`src/rtl/led_pattern_gen.sv`:
```
// LED pattern generator: four animated patterns (binary, Gray, scanner, fill)
// stepped by a power-of-two prescaler; a debounced button cycles the mode.
module led_pattern_gen #(
  parameter int NLEDS         = 8,
  parameter int LOG2DELAY     = 19,
  parameter int DEBOUNCE_BITS = 16
) (
  input  logic             clk,
  input  logic             resetn,
  input  logic             btn,
  output logic [NLEDS-1:0] leds,
  output logic [1:0]       mode
);

  localparam int PW = $clog2(NLEDS);
  localparam int LW = $clog2(NLEDS + 1);
  localparam logic [PW-1:0] POS_MAX = PW'(NLEDS - 1);
  localparam logic [LW-1:0] LVL_MAX = LW'(NLEDS);

  typedef enum logic [1:0] {M_BIN, M_GRAY, M_SCAN, M_FILL} mode_t;
  typedef enum logic {UP, DN} dir_t;

  logic                     sync1, sync2;
  logic                     db_state, db_prev;
  logic [DEBOUNCE_BITS-1:0] db_cnt;
  logic                     press;
  logic [LOG2DELAY-1:0]     presc;
  logic                     tick;
  mode_t                    mode_q, mode_d;
  logic [NLEDS-1:0]         cnt;
  logic [PW-1:0]            pos;
  dir_t                     dir;
  logic [LW-1:0]            level;
  logic [NLEDS-1:0]         scan_bits, fill_bits;

  // two-FF synchroniser for the asynchronous button
  always_ff @(posedge clk) begin
    if (!resetn) begin
      sync1 <= 1'b0;
      sync2 <= 1'b0;
    end else begin
      sync1 <= btn;
      sync2 <= sync1;
    end
  end

  // accept a new level only after it has been held for a full db_cnt wrap
  always_ff @(posedge clk) begin
    if (!resetn) begin
      db_state <= 1'b0;
      db_prev  <= 1'b0;
      db_cnt   <= '0;
    end else begin
      db_prev <= db_state;
      if (sync2 == db_state) begin
        db_cnt <= '0;
      end else if (&db_cnt) begin
        db_state <= sync2;
        db_cnt   <= '0;
      end else begin
        db_cnt <= db_cnt + 1'b1;
      end
    end
  end

  // one-cycle pulse in the cycle following an accepted rising level
  assign press = db_state & ~db_prev;

  // free-running step prescaler, restarted by a press
  always_ff @(posedge clk) begin
    if (!resetn || press) presc <= '0;
    else                  presc <= presc + 1'b1;
  end

  assign tick = &presc;

  // mode register
  always_ff @(posedge clk) begin
    if (!resetn) mode_q <= M_BIN;
    else         mode_q <= mode_d;
  end

  // mode advances on each press, wrapping fill back to binary
  always_comb begin
    mode_d = mode_q;
    if (press) begin
      case (mode_q)
        M_BIN:  mode_d = M_GRAY;
        M_GRAY: mode_d = M_SCAN;
        M_SCAN: mode_d = M_FILL;
        M_FILL: mode_d = M_BIN;
      endcase
    end
  end

  assign mode = mode_q;

  // animation state: cleared by press (which swallows a coincident tick),
  // otherwise only the active mode's state moves on a tick
  always_ff @(posedge clk) begin
    if (!resetn || press) begin
      cnt   <= '0;
      pos   <= '0;
      dir   <= UP;
      level <= '0;
    end else if (tick) begin
      case (mode_q)
        M_BIN, M_GRAY: cnt <= cnt + 1'b1;
        M_SCAN: begin
          if (dir == UP) begin
            if (pos == POS_MAX) begin
              dir <= DN;
              pos <= pos - 1'b1;
            end else begin
              pos <= pos + 1'b1;
            end
          end else begin
            if (pos == '0) begin
              dir <= UP;
              pos <= pos + 1'b1;
            end else begin
              pos <= pos - 1'b1;
            end
          end
        end
        M_FILL: level <= (level == LVL_MAX) ? '0 : level + 1'b1;
      endcase
    end
  end

  // per-LED decode of the scanner position and the fill thermometer
  for (genvar i = 0; i < NLEDS; i++) begin : g_led
    assign scan_bits[i] = (pos == PW'(i));
    assign fill_bits[i] = (LW'(i) < level);
  end

  // registered LED drive from the current mode and state
  always_ff @(posedge clk) begin
    if (!resetn) begin
      leds <= '0;
    end else begin
      case (mode_q)
        M_BIN:  leds <= cnt;
        M_GRAY: leds <= cnt ^ (cnt >> 1);
        M_SCAN: leds <= scan_bits;
        M_FILL: leds <= fill_bits;
      endcase
    end
  end

endmodule

```
`config.mk`:
```
export PLATFORM = sky130hd
export DESIGN_NAME = led_pattern_gen
export DESIGN_NICKNAME = d
export VERILOG_FILES = /design/src/rtl/led_pattern_gen.sv
export SDC_FILE = /design/constraint.sdc
export NUM_CORES = 1
export LEC_CHECK = 0
export ABC_AREA = 1
export CAP_MARGIN = 10
export CORE_MARGIN = 4
export CORE_UTILIZATION = 45
export CTS_CLUSTER_DIAMETER = 50
export DETAILED_ROUTE_END_ITERATION = 7
export GPL_TIMING_DRIVEN = 0
export PLACE_DENSITY_LB_ADDON = 0.08
export SLEW_MARGIN = 5
export SYNTH_ARGS = -nofsm -noshare
export SYNTH_HDL_FRONTEND = slang
export SYNTH_SLANG_ARGS = --single-unit
```
`constraint.sdc`:
```
create_clock -name clk -period 1.67 [get_ports clk]
set_input_delay 0.334 -clock clk [delete_from_list [all_inputs] [get_ports clk]]
set_output_delay 0.334 -clock clk [all_outputs]
set_load 0.02 [all_outputs]
```
Word level (Yosys, flattened, before mapping). Index checks and enable logic that the tools add are counted. W data, S select, Z words.

Add/sub/neg operators: 6. $lt $le $gt $ge: 8. Equality and inequality tests: 12. Muxes and demuxes: 9. Bitwise logic cells: 5. Reductions and logical operators: 11.

Operator list (number): $reduce_and A20 Y1 (3); $pmux W8 S4 (1); $add A19 B1 Y19 const B (1); $reduce_and A17 Y1 (1); $add A16 B1 Y16 const B (1); $lt A3 B4 Y1 const A (4); $reduce_and A16 Y1 (1); $eq A3 B3 Y1 const B (4); $mux W3 (3); $add A8 B1 Y8 const B (1); $lt A1 B4 Y1 const A (2); $lt A2 B4 Y1 const A (2); $pmux W2 S4 (1); $xor A8 B7 Y8 (1); $eq A3 B2 Y1 const B (2); $add A4 B1 Y4 const B (1); $eq A2 B2 Y1 const B (2); $eq A4 B4 Y1 const B (1); $mux W4 (1); $add A3 B1 Y3 const B (1); $eq A3 B1 Y1 const B (1); $logic_not A3 Y1 (1); $mux W1 (3); $not A1 Y1 (3); 9 further kinds (9).

Register bits after elaboration: 65. Bits of input ports: 3. Output and inout port bits: 10. Logic and storage cells: 63.

Depth between registers and ports, before layout.
Depth after elaboration: 3. Mapped depth: 9. Depth with buffers taken out: 9.

Worst setup path before layout. Ideal clock, no wire load.

Path type: register -> register. Start: register mode_q[1], in the netlist mode[1]. End: register cnt[0]. Setup time: 0.072 ns. Data arrival time: 1.593 ns. Required time: 1.598 ns. Slack: 0.005 ns. Cell stages (with the launch flop): 9. Buffers on the path: 2. Clock period less this slack: 1.665 ns. Cells stage by stage: dfxtp_1 inv_1 ha_1 clkbuf_1 o21a_1 buf_2 nand2_1 nand2_1 a21oi_1.

Word-level cells in the longest chain between the ends: 3. Elaborated cells between the ends (all ways): 4. Those cells by class: 1 x eq/ne; 3 x reduce/logical.

Ends and longest elaborated chain: start, declared (line 29) `mode_t mode_q, mode_d;`; start signal, assigned (line 80) `else mode_q <= mode_d;`; $eq A2 B1 Y1 / $logic_not A2 Y1 (equally long branches) (line 107) `case (mode_q)`; $reduce_or A2 Y1 (*) (line 107); $reduce_and A20 Y1 (no source line) (*); end signal, assigned (line 108) `M_BIN, M_GRAY: cnt <= cnt + 1'b1;`; end, declared (line 30) `logic [NLEDS-1:0] cnt;`.

Mark *: on every way between the ends. The rest lies on a longest branch, timed or not. A chain may end at the register's enable or synchronous reset.

Final worst setup path.
Start: register leds[6]. End: output leds[6].

RTL lines: start, declared (line 11) `output logic [NLEDS-1:0] leds,`; start signal, assigned (line 143) `M_BIN: leds <= cnt;`; start signal, assigned (line 144) `M_GRAY: leds <= cnt ^ (cnt >> 1);`; start signal, assigned (line 145) `M_SCAN: leds <= scan_bits;`.

No word-level cell between the ends.

==> metrics <==
Final Instance Area=approximately 3900 um2; crit path buf inv count=1; # diodes=0; vias per inst=between 5 and 6; Initial Utilization=a little under half; starting DRC count in detailed routing=roughly 150; setup ws final=0.0666 ns; worst endpoint required time=roughly 1.3 ns; drt first pass iters=4; Die Wd=94.8 um; Final setup viols=0; hold_buf cts=0; # DRC=0; Post-Route WL=7510 um; GR Util met3=5.42%; fin crit period=about 1.6 ns; Post-Synthesis Cells=468; Buffers on Ports=12; Worst setup SP type=flop; M2 GR Usage=around 31%; CP peak stage delay=around 0.60 ns; CP cell instances=clkdlybuf4s50_1; WL per Instance=about 13 um; core region area=~7300 um2; Critical Path End Type=output port; Pwr Density=roughly 770 nW/um2; post-synthesis sequential area ratio=between 30% and 40%; first-pass GRT wire length=between 10000 and 15000 um; Vias=between 2000 and 3000; Die ar.=8990 um2; Placed Area=between 3000 and 4000 um2; maximum vdd drop=~440 uV; Post-Syn Nets=approximately 490; RSZ-0062 raised after global routing=yes; Final Cycle Share=a little over nine tenths; met1 Use GR=between 20% and 30%; ANT nets after route=0; TritonCTS Buffers=9; fmax=roughly 620 MHz; Pins Over Slew Limit=0; outcome=finished clean; yosys warns=0; Post-DP HPWL=between 5000 and 6000 um; Post-Synthesis Mean Instance Area=between 7 and 8 um2; Synth-to-Final Area Change=15.4%; Max-slew headroom=between 70 and 80%; Top Usage Layer GRT=met2; chip height=roughly 95 um; CTS max path bufs=2; critical path data arrival time=around 1.3 ns; clk sink count=65; Max Clock Skew=0.0106 ns; GRT Overall Usage=18.6%; max-cap check violation count=0; leak pwr=between 1.5 and 2 nW; clock-pin slew on the worst setup and hold paths=0.08 ns; number of global-route vias before repair=2946; Yosys reg bits=65; layout cells sized above 1=9.04%; Final Hold Fails=0; Place WS=-0.559 ns; Synth cell types=29; Setup TNS Final=0 ns; H-Tree Depth=3; row cnt=31; Worst Setup Path Type=flop to output port; Slowest-stage cell, CP=clkdlybuf4s50_1; clock tree from TritonCTS=built; largest net degree at the start of global routing=13; Worst-Margin Slew=between 0.4 and 0.5 ns; GRT overflow=0; I/O pin count=13; initial antenna violation count=0; routability cong.=0.858; Post-Syn Area=approximately 3400 um2; Min-Delay Path Class=flop to flop; final net count=approximately 520; CP top delay family=buffers and inverters; latest clock arrival within the worst-skew pair=0.35 ns; worst-path maximum fanout=1; clock root buffer=clkbuf_8
area by class of cell:
cell class	instances	area [um2]
Tap cell	99	124
Clock buffer	10	138
Clock inverter	6	66.3
Fill cell	737	3380
Timing Repair Buffer	15	153
Buffer	10	60.1
Inverter	55	208
Multi-Input combinational cell	337	1860
Sequential cell	65	1300
what timing repair did:
item | 4_1_cts | 5_1_grt
gates resized for setup | 9 | 6
setup endpoints to repair | 39 | 36
pin swaps | 2 | 2
setup buffers | 2 | 1
state kept, by name, indices dropped and copies added (netlist names):
| signal | flops |
|---|---|
| db_prev | 1 |
| level | 4 |
| leds | 8 |
| pos | 3 |
| sync2 | 1 |
| sync1 | 1 |
| presc | 19 |
| db_state | 1 |
| db_cnt | 16 |
| mode | 2 |
| dir | 1 |
| cnt | 8 |
worst paths after layout:
path / end / from / cells past startpoint / slack (ns)
hold reg to reg: sync2$_SDFF_PN0_ / sync1$_SDFF_PN0_ / 2 / 0.42
hold / removal: sync2$_SDFF_PN0_ / sync1$_SDFF_PN0_ / 2 / 0.42
setup reg to reg: dir$_SDFFE_PP0P_ / mode[0]$_SDFFE_PN0P_ / 8 / 0.08
setup / recovery: leds[6] / leds[6]$_SDFF_PN0_ / 1 / 0.07
cells in the final DEF (no fill, tap or decap), types with 3 or more instances in the layout:
master | Yosys | layout
buf_4 | 0 | 3
buf_2 | 5 | 3
ha_1 | 23 | 23
nor2_1 | 57 | 57
dfxtp_1 | 65 | 64
xnor2_1 | 7 | 7
nor2_4 | 3 | 3
nand3_1 | 42 | 41
a21oi_1 | 42 | 42
xor2_1 | 9 | 9
a31oi_1 | 8 | 8
nand4_1 | 7 | 7
clkdlybuf4s50_1 | 0 | 10
nand2_2 | 2 | 3
inv_2 | 2 | 3
nand2_1 | 95 | 93
clkbuf_1 | 5 | 4
inv_1 | 51 | 51
nand3b_1 | 4 | 4
nor3_1 | 8 | 6
clkbuf_8 | 0 | 10
o21ai_0 | 20 | 20
clkinv_2 | 0 | 3
layer usage:
metal	wire, um	part of all wire (%)
met1	3750	50
met2	3450	46
met3	237	3.2
met4	77	1.0
met5	0	0
synthesized netlist by cell type:
cell	n	area [um2]
nand3b_1	4	30.0
dfxtp_1	65	1300
o22ai_1	1	6.26
buf_8	1	15.0
nor3b_1	2	15.0
o21bai_1	1	7.51
o21ai_0	20	100
inv_1	51	191
nor2_2	1	6.26
buf_2	5	25.0
inv_2	2	7.51
a21oi_1	42	210
xnor2_1	7	61.3
nand2_2	2	12.5
nand4_1	7	43.8
clkinv_1	2	7.51
nor2_1	57	214
nor2_4	3	33.8
a31oi_1	8	50.1
nor3_2	2	20.0
nand2_4	1	11.3
ha_1	23	288
nor2_8	1	20.0
clkbuf_1	5	18.8
xor2_1	9	78.8
nor3_1	8	40.0
nand3_1	42	210
o21a_1	1	7.51
nand2_1	95	357
power breakdown:
group | internal [W] | switching, W
logic | 0.0000188 | 0.0000375
registers | 0.00156 | 0.00000563
clock network | 0.000735 | 0.000662
per-stage QoR:
step	hold WS, ns	power, W	utilization [%]	instances
after floorplan	0.390	0.00163	-	468
after global placement	0.411	0.00165	49.8	579
after detailed placement	0.410	0.00165	49.8	579
after CTS	0.428	0.00305	53.1	597
after global routing	0.464	0.00314	53.6	597
final	0.424	0.00302	53.6	597
cells by family after synthesis:
group                    share of synthesized area, %
XOR/XNOR                                         4.13
adder cells (fa/ha/maj)                          8.49
AO/OA/AOI/OAI                                    11.3
flip-flops                                       38.4
AND/OR/NAND/NOR                                  29.9
buffers and inverters                            7.83
Note: power is estimated with default switching activity, not from simulation.
